<file path="src/rtl/load_store_unit.sv">
// Data-memory sequencer for LB, LHB and STR.
// Drives the req/ack handshake, stalls the core and registers load data.
module load_store_unit #(
    parameter int unsigned TIMEOUT = 15
) (
    input  logic       clk,
    input  logic       reset_n,
    input  logic       start,
    input  logic [3:0] opcode,
    input  logic [7:0] addr_i,
    input  logic [7:0] wdata_i,
    output logic       mem_req,
    output logic       mem_we,
    output logic [7:0] mem_addr,
    output logic [7:0] mem_wdata,
    input  logic [7:0] mem_rdata,
    input  logic       mem_ack,
    output logic [7:0] mem_o,
    output logic       busy,
    output logic       done,
    output logic       err
);

    typedef enum logic [1:0] {
        S_IDLE,
        S_REQ,
        S_DONE
    } state_t;

    localparam logic [3:0] OP_LB  = 4'b0000;
    localparam logic [3:0] OP_LHB = 4'b0001;
    localparam logic [3:0] OP_STR = 4'b0011;

    // Last wait count before the abort; REQ lasts TIMEOUT cycles.
    localparam logic [7:0] CNT_LAST = 8'(TIMEOUT - 1);

    state_t     state;
    logic [7:0] wait_cnt;
    logic       is_lhb;
    logic       is_mem_op;

    always_comb begin
        is_mem_op = 1'b0;
        unique case (1'b1)
            (opcode == OP_LB):  is_mem_op = 1'b1;
            (opcode == OP_LHB): is_mem_op = 1'b1;
            (opcode == OP_STR): is_mem_op = 1'b1;
            default:            is_mem_op = 1'b0;
        endcase
    end

    always_ff @(posedge clk or negedge reset_n) begin
        if (!reset_n) begin
            state     <= S_IDLE;
            wait_cnt  <= 8'h00;
            is_lhb    <= 1'b0;
            mem_req   <= 1'b0;
            mem_we    <= 1'b0;
            mem_addr  <= 8'h00;
            mem_wdata <= 8'h00;
            mem_o     <= 8'h00;
            busy      <= 1'b0;
            done      <= 1'b0;
            err       <= 1'b0;
        end else begin
            done <= 1'b0;
            err  <= 1'b0;
            unique case (state)
                S_IDLE: begin
                    if (start && is_mem_op) begin
                        state    <= S_REQ;
                        mem_req  <= 1'b1;
                        busy     <= 1'b1;
                        mem_addr <= addr_i;
                        mem_we   <= (opcode == OP_STR);
                        is_lhb   <= (opcode == OP_LHB);
                        wait_cnt <= 8'h00;
                        if (opcode == OP_STR) begin
                            mem_wdata <= wdata_i;
                        end
                    end
                end
                S_REQ: begin
                    // Ack beats a timeout landing in the same cycle.
                    if (mem_ack) begin
                        state   <= S_DONE;
                        mem_req <= 1'b0;
                        done    <= 1'b1;
                        if (!mem_we) begin
                            mem_o <= is_lhb ? {4'h0, mem_rdata[3:0]}
                                            : mem_rdata;
                        end
                    end else if (wait_cnt == CNT_LAST) begin
                        state   <= S_DONE;
                        mem_req <= 1'b0;
                        done    <= 1'b1;
                        err     <= 1'b1;
                        if (!mem_we) begin
                            mem_o <= 8'h00;
                        end
                    end
                    if (!mem_ack && wait_cnt != 8'hFF) begin
                        wait_cnt <= wait_cnt + 8'h01;
                    end
                end
                S_DONE: begin
                    state <= S_IDLE;
                    busy  <= 1'b0;
                end
                default: begin
                    state   <= S_IDLE;
                    mem_req <= 1'b0;
                    busy    <= 1'b0;
                end
            endcase
        end
    end

endmodule

</file>
<file path="config.mk">
export PLATFORM = sky130hd
export DESIGN_NAME = load_store_unit
export DESIGN_NICKNAME = d
export VERILOG_FILES = /design/src/rtl/load_store_unit.sv
export SDC_FILE = /design/constraint.sdc
export NUM_CORES = 1
export LEC_CHECK = 0
export CORE_UTILIZATION = 45
export CTS_CLUSTER_SIZE = 28
export DETAILED_ROUTE_END_ITERATION = 12
export GPL_ROUTABILITY_DRIVEN = 0
export PLACE_DENSITY = 0.8
export SLEW_MARGIN = 20
export SYNTH_ARGS = -nofsm -noshare
export SYNTH_HDL_FRONTEND = slang
export SYNTH_SLANG_ARGS = --single-unit
export TNS_END_PERCENT = 30
</file>
<file path="constraint.sdc">
create_clock -name clk -period 2.6 [get_ports clk]
set_clock_uncertainty 0.05 [all_clocks]
set_input_delay 0.52 -clock clk [delete_from_list [all_inputs] [get_ports clk]]
set_output_delay 0.52 -clock clk [all_outputs]
set_load 0.03 [all_outputs]
</file>
---- Word level (Yosys, flattened, before mapping) ----
Cells that the tools add are included.
cells by class
  $add $sub $neg .......................... 1
  equal/unequal tests ..................... 11
  mux-type cells .......................... 23
  bitwise operators ....................... 2
  reduce and logical (&&, ||, !) cells .... 15
operators by type and width
  kind                 count
  $mux 8               7
  $pmux 8 s2           1
  $mux 1               9
  $reduce_and 3->1     3
  $add 8x1->8 const B  1
  $eq 8x4->1 const B   1
  $ne 2x2->1 const B   4
  $ne 8x8->1 const B   1
  $mux 2               3
  $reduce_and 2->1     3
  $eq 4x1->1 const B   1
  $eq 4x2->1 const B   1
  $logic_not 4->1      1
  $pmux 2 s2           1
  $reduce_and 4->1     1
  $reduce_bool 2->1    2
  $ne 3x3->1 const B   1
  $pmux 1 s3           1
  $reduce_or 3->1      1
  $eq 2x1->1 const B   1
  $eq 2x2->1 const B   1
  $logic_and 1x1->1    2
  $logic_not 2->1      1
  $not 1->1            2
  other kinds (2)      2
word-level totals
  register bits after elaboration ......... 40

---- Logic depth before layout (Yosys ltp) ----
  word-level depth ........................ 6
  gate-level depth with buffers ........... 7
  depth with buffers taken out ............ 6

---- Worst setup path before layout ----
OpenSTA, ideal clock, no wires.
  path type ............................... flip-flop to flip-flop
  start ................................... reg wait_cnt[0]
  end ..................................... reg mem_o[0]
  library setup time ...................... 0.121 ns
  arrival ................................. 1.488 ns
  data required time ...................... 2.429 ns
  setup slack ............................. 0.941 ns
  cell stages (with the launch flop) ...... 8
  path buffers ............................ 1
  clock period less this slack ............ 1.659 ns
  path through ............................ dfrtp_1 inv_1 ha_1 nor3b_2 a21oi_2 or3_1 buf_2 a22o_1
on the way
  cells in the longest elaborated chain, start to end .. 3
  elaborated cells between the ends (all ways) .. 4
RTL lines
  element                                                           RTL line  RTL
  start: declaration                                                38        logic [7:0] wait_cnt;
  start signal: assignment                                          103       wait_cnt <= wait_cnt + 8'h01;
  $eq 8x4->1 *                                                      93        end else if (wait_cnt == CNT_LAST) begin
  $ne 2x2->1 (no source line) or $reduce_bool 2->1 (tied branches)  n/a
  $reduce_and 4->1 (no source line) *                               n/a
  end signal: assignment                                            90        mem_o <= is_lhb ? {4'h0, mem_rdata[3:0]}
  end: declaration                                                  18        output logic [7:0] mem_o,
Mark *: on every way between the ends. The rest lies on a longest branch, timed or not.
A chain may end at the register's enable or synchronous reset.

---- Worst setup path in the final report ----
  start ................................... in mem_ack
  end ..................................... reg wait_cnt[7]
on the way
  cells in the longest elaborated chain, start to end .. 4
RTL lines
  element                            RTL line  RTL
  start: declaration                 17        input logic mem_ack,
  $logic_not 1->1                    102       if (!mem_ack && wait_cnt != 8'hFF) begin
  $logic_and 1x1->1                  102
  $ne 2x2->1 (no source line)        n/a
  $reduce_and 3->1 (no source line)  n/a
No other way between the ends.

==> reports/summary.md <==
For the worst-case setup slack after placement, the log shows 0.310 ns. Counting I/O delays and the setup requirement, the final critical path takes 2.01 ns. The end of the critical path was wait_cnt[7]$_DFFE_PN0P_. The tool flagged a number of max-cap violations equal to 0. The setup check on the worst reg-to-reg path leaves a slack of 0.72 ns. Setup total negative slack on the finished layout was measured at 0 ns.

TritonCTS built the clock tree. The number of failing setup endpoints in the final timing report came out at 0. The die covers 0.00417 sq mm.

The upper clock frequency limit is 499 MHz, and the maximum single-stage delay on the critical path is 0.54 ns. Across the VDD grid, the largest voltage drop is 495 uV. Setup repair after global routing left no endpoint under its margin. The synthesized netlist contains 37 unique library cells. Power spread over the standard cell area amounts to 830 mW/mm^2.

Number of pins exceeding their max-slew limit in the final report: 0. The longest clock path from root to sink contains 2 buffers. The overall via count from detail_route is 1,327, and the worst-case setup margin in the final layout is 0.594 ns.

The clock drives 40 sinks. The run gives 0 as the hold buffer count at CTS. The detail-routed via count per cell was 5.33; the residual overflow from global routing was 0. The run gives 33 as the violation count after the first detailed-route iteration. The top cell type's share of synthesized area was 0.569.

Measured in cells, the most critical reg-to-reg path has a length of 6. The min-delay analysis places its worst path in the category input pin to asynchronous set/reset pin. The clock reaches the later pin of the worst-skew pair after 0.29 ns.

In this run the vertical extent of the chip is 64.5 um. The total length of routed wires was 3.97 mm. The number of warnings reported in the yosys synthesis log is 0. The floorplan has 22 rows. Compared with the post-synthesis result, the final layout area differs by 41.5%. Remaining max-slew budget at the tightest pin: 0.432. Once the clock tree was built, the setup fixing pass inserted 0 buffers.

The run gives 235 as the post-layout net count. Of all nets on the critical path, the largest fanout is 10. The worst setup path is captured at a flip-flop. 61 I/O pins were placed.

The fraction of final layout cells with drive strength greater than 1 works out to 0.179. The cell area after synthesis is 0.00176 sq mm. The synthesized design spends more area on one cell type than any other, namely dfrtp_1. Summed over all nets, the half-perimeter wirelength after detailed placement is 3.01 mm. The number of buffer cells added on primary ports is 60.

The synthesized design contains 0 enable-type register cells. Sorting the synthesized cells by how often they occur yields dfrtp_1 (40), mux2_2 (10), a22o_1 (9), nand2_1 (8), o21ai_0 (8). The startpoint class of the critical path is an input pin. The signal on the critical path passes through clkdlybuf4s50_1 -> nor3b_2 -> o21ai_2 -> and2_4 -> a221o_1. The number of CTS-inserted buffers came out at 5. In this run the critical register-to-register path is launched from wait_cnt[0]$_DFFE_PN0P_.

The antenna diode count was 0. The part of the cycle the worst path needs was 0.771; the proportion of synthesized chip area in sequential cells was 0.569. The final hold violation count is 0, and the antenna violation net count after detailed routing is 0.

Entering global routing, the biggest net connects 41 pins. The run gives 0.670 as the share of the core filled with cells in the final layout. Worst-path cell with the longest stage delay: clkdlybuf4s50_1. The synthesized area per cell is 13.0 sq um, and the clock input transition at the sequential cells of the worst setup and hold paths is 0.07 ns. The initial standard-cell utilization of the core is 0.474, and the placeable core area is 0.00372 sq mm.

The number of global-route vias before repair came out at 1,419. Share of synthesized registers carrying an async set or reset: 1.00. At the worst endpoint, the arrival time is 2.13 ns.

The tools report the global-route wire length before repair as 6.76 mm. Summed over all cells, the static leakage comes to 1.11 nW. Measured along the x axis, the die boundary spans 64.5 um. The transition time of the tightest slew-check pin came out at 0.852 ns. The most common cell in the synthesized netlist is dfrtp_1.

Dominant register cell in the synthesized netlist: dfrtp_1. The clock tree root buffer cell is clkbuf_8. Kind of critical path: input pin to flip-flop. After synthesis the netlist holds a flip-flop and latch count of 40.

When the netlist entered floorplanning its net count stood at 169. The post-synthesis cell count is 135, and the H-tree depth is 2. The tools report the number of antenna violations at the first check in global routing as 0. Data on the critical path is required at its endpoint by 2.72 ns.

The pre-antenna-repair detailed-routing pass consisted of 4 iterations. After clock tree synthesis, the repair step resized 0 gates. Yosys attributes the largest share of cell area to dfrtp_1 (57%), mux2_2 (6.4%), mux2_4 (5.1%).

The flow ran to the end, and the final reports show no timing, DRC or antenna violations. For the total track usage, the log shows 0.217. The launch point of the critical path is mem_ack.

The endpoint of the worst register-to-register path is mem_o[2]$_DFFE_PN0P_. After detailed routing, the average wire length per cell comes to 15.9 um. In the routed design, unresolved DRC markers number 0.
## worst max-delay path, delay by kind of cell
family | cells | cell delay [ns]
AOI/OAI and AO/OA | 2 | 0.52
buffers and inverters | 1 | 0.54
and+or+nand+nor | 2 | 0.54
## metrics by stage
stage	hold slack [ns]	instances	instance area [sq um]	total power, mW
after CTS	0.318	249	2490	2.09
final	0.288	249	2490	2.07
after detailed placement	0.435	242	2410	1.70
after global placement	0.412	242	2410	1.68
after floorplan	0.174	135	1760	1.32
after global routing	0.367	249	2490	2.18
## worst min-delay path by stage
| stage | startpoint | to | depth (start not counted) |
|---|---|---|---|
| after floorplan | reset_n | busy$_DFFE_PN0P_ | 0 |
| after global placement | is_lhb$_DFFE_PN0P_ | is_lhb$_DFFE_PN0P_ | 2 |
| after detailed placement | mem_o[3]$_DFFE_PN0P_ | mem_o[3]$_DFFE_PN0P_ | 1 |
| after CTS | reset_n | mem_o[1]$_DFFE_PN0P_ | 1 |
| after global routing | reset_n | wait_cnt[6]$_DFFE_PN0P_ | 1 |
| final | reset_n | wait_cnt[6]$_DFFE_PN0P_ | 1 |
## kinds of logic after synthesis
group           after synthesis  share of synthesized area
fa+ha+maj                     2                     0.0142
simple gates                 40                      0.159
buf+inv                       7                     0.0163
compound gates               30                      0.127
mux                          16                      0.115
flops                        40                      0.569
## registers in the layout, summed over array words and instances (netlist names)
name / count
mem_addr: 8
mem_o: 8
mem_wdata: 8
wait_cnt: 8
state: 2
busy: 1
done: 1
err: 1
is_lhb: 1
mem_req: 1
mem_we: 1
## layout by cell type (no fill, tap or decap), types with 2 or more instances in the layout
| master | instances |
|---|---|
| a21oi_1 | 2 |
| a22o_1 | 9 |
| a31oi_1 | 2 |
| and3_1 | 2 |
| clkbuf_8 | 5 |
| clkdlybuf4s50_1 | 59 |
| dfrtp_1 | 40 |
| ha_1 | 2 |
| inv_1 | 5 |
| mux2_2 | 10 |
| mux2_4 | 6 |
| nand2_1 | 8 |
| nand2b_1 | 2 |
| nand3_1 | 4 |
| nand4_1 | 2 |
| nor2_1 | 6 |
| nor3_1 | 2 |
| nor3b_2 | 3 |
| o21ai_0 | 8 |
| o22a_1 | 2 |
## routing by layer
metal,up-vias,GRT usage,share of wire
met4,0,0.0750,0.013
met5,-,0,0
li1,625,-,-
met1,653,0.248,0.40
met3,6,0.0651,0.055
met2,43,0.384,0.53
## where the power goes
| part | leakage, nW | switching (mW) | internal [mW] |
|---|---|---|---|
| clock network | 0.0410 | 0.195 | 0.182 |
| registers | 0.508 | 0.109 | 0.775 |
| logic | 0.556 | 0.417 | 0.389 |
## area by class of cell
class | count | area [sq um]
sequential | 40 | 1000
timing repair buffer | 61 | 603
inverter | 5 | 18.8
tap | 48 | 60.1
multi-input combinational | 88 | 731
clock inverter | 1 | 5.00
clock buffer | 6 | 72.6
fill | 296 | 1220
Power figures use the tool's default switching activity.
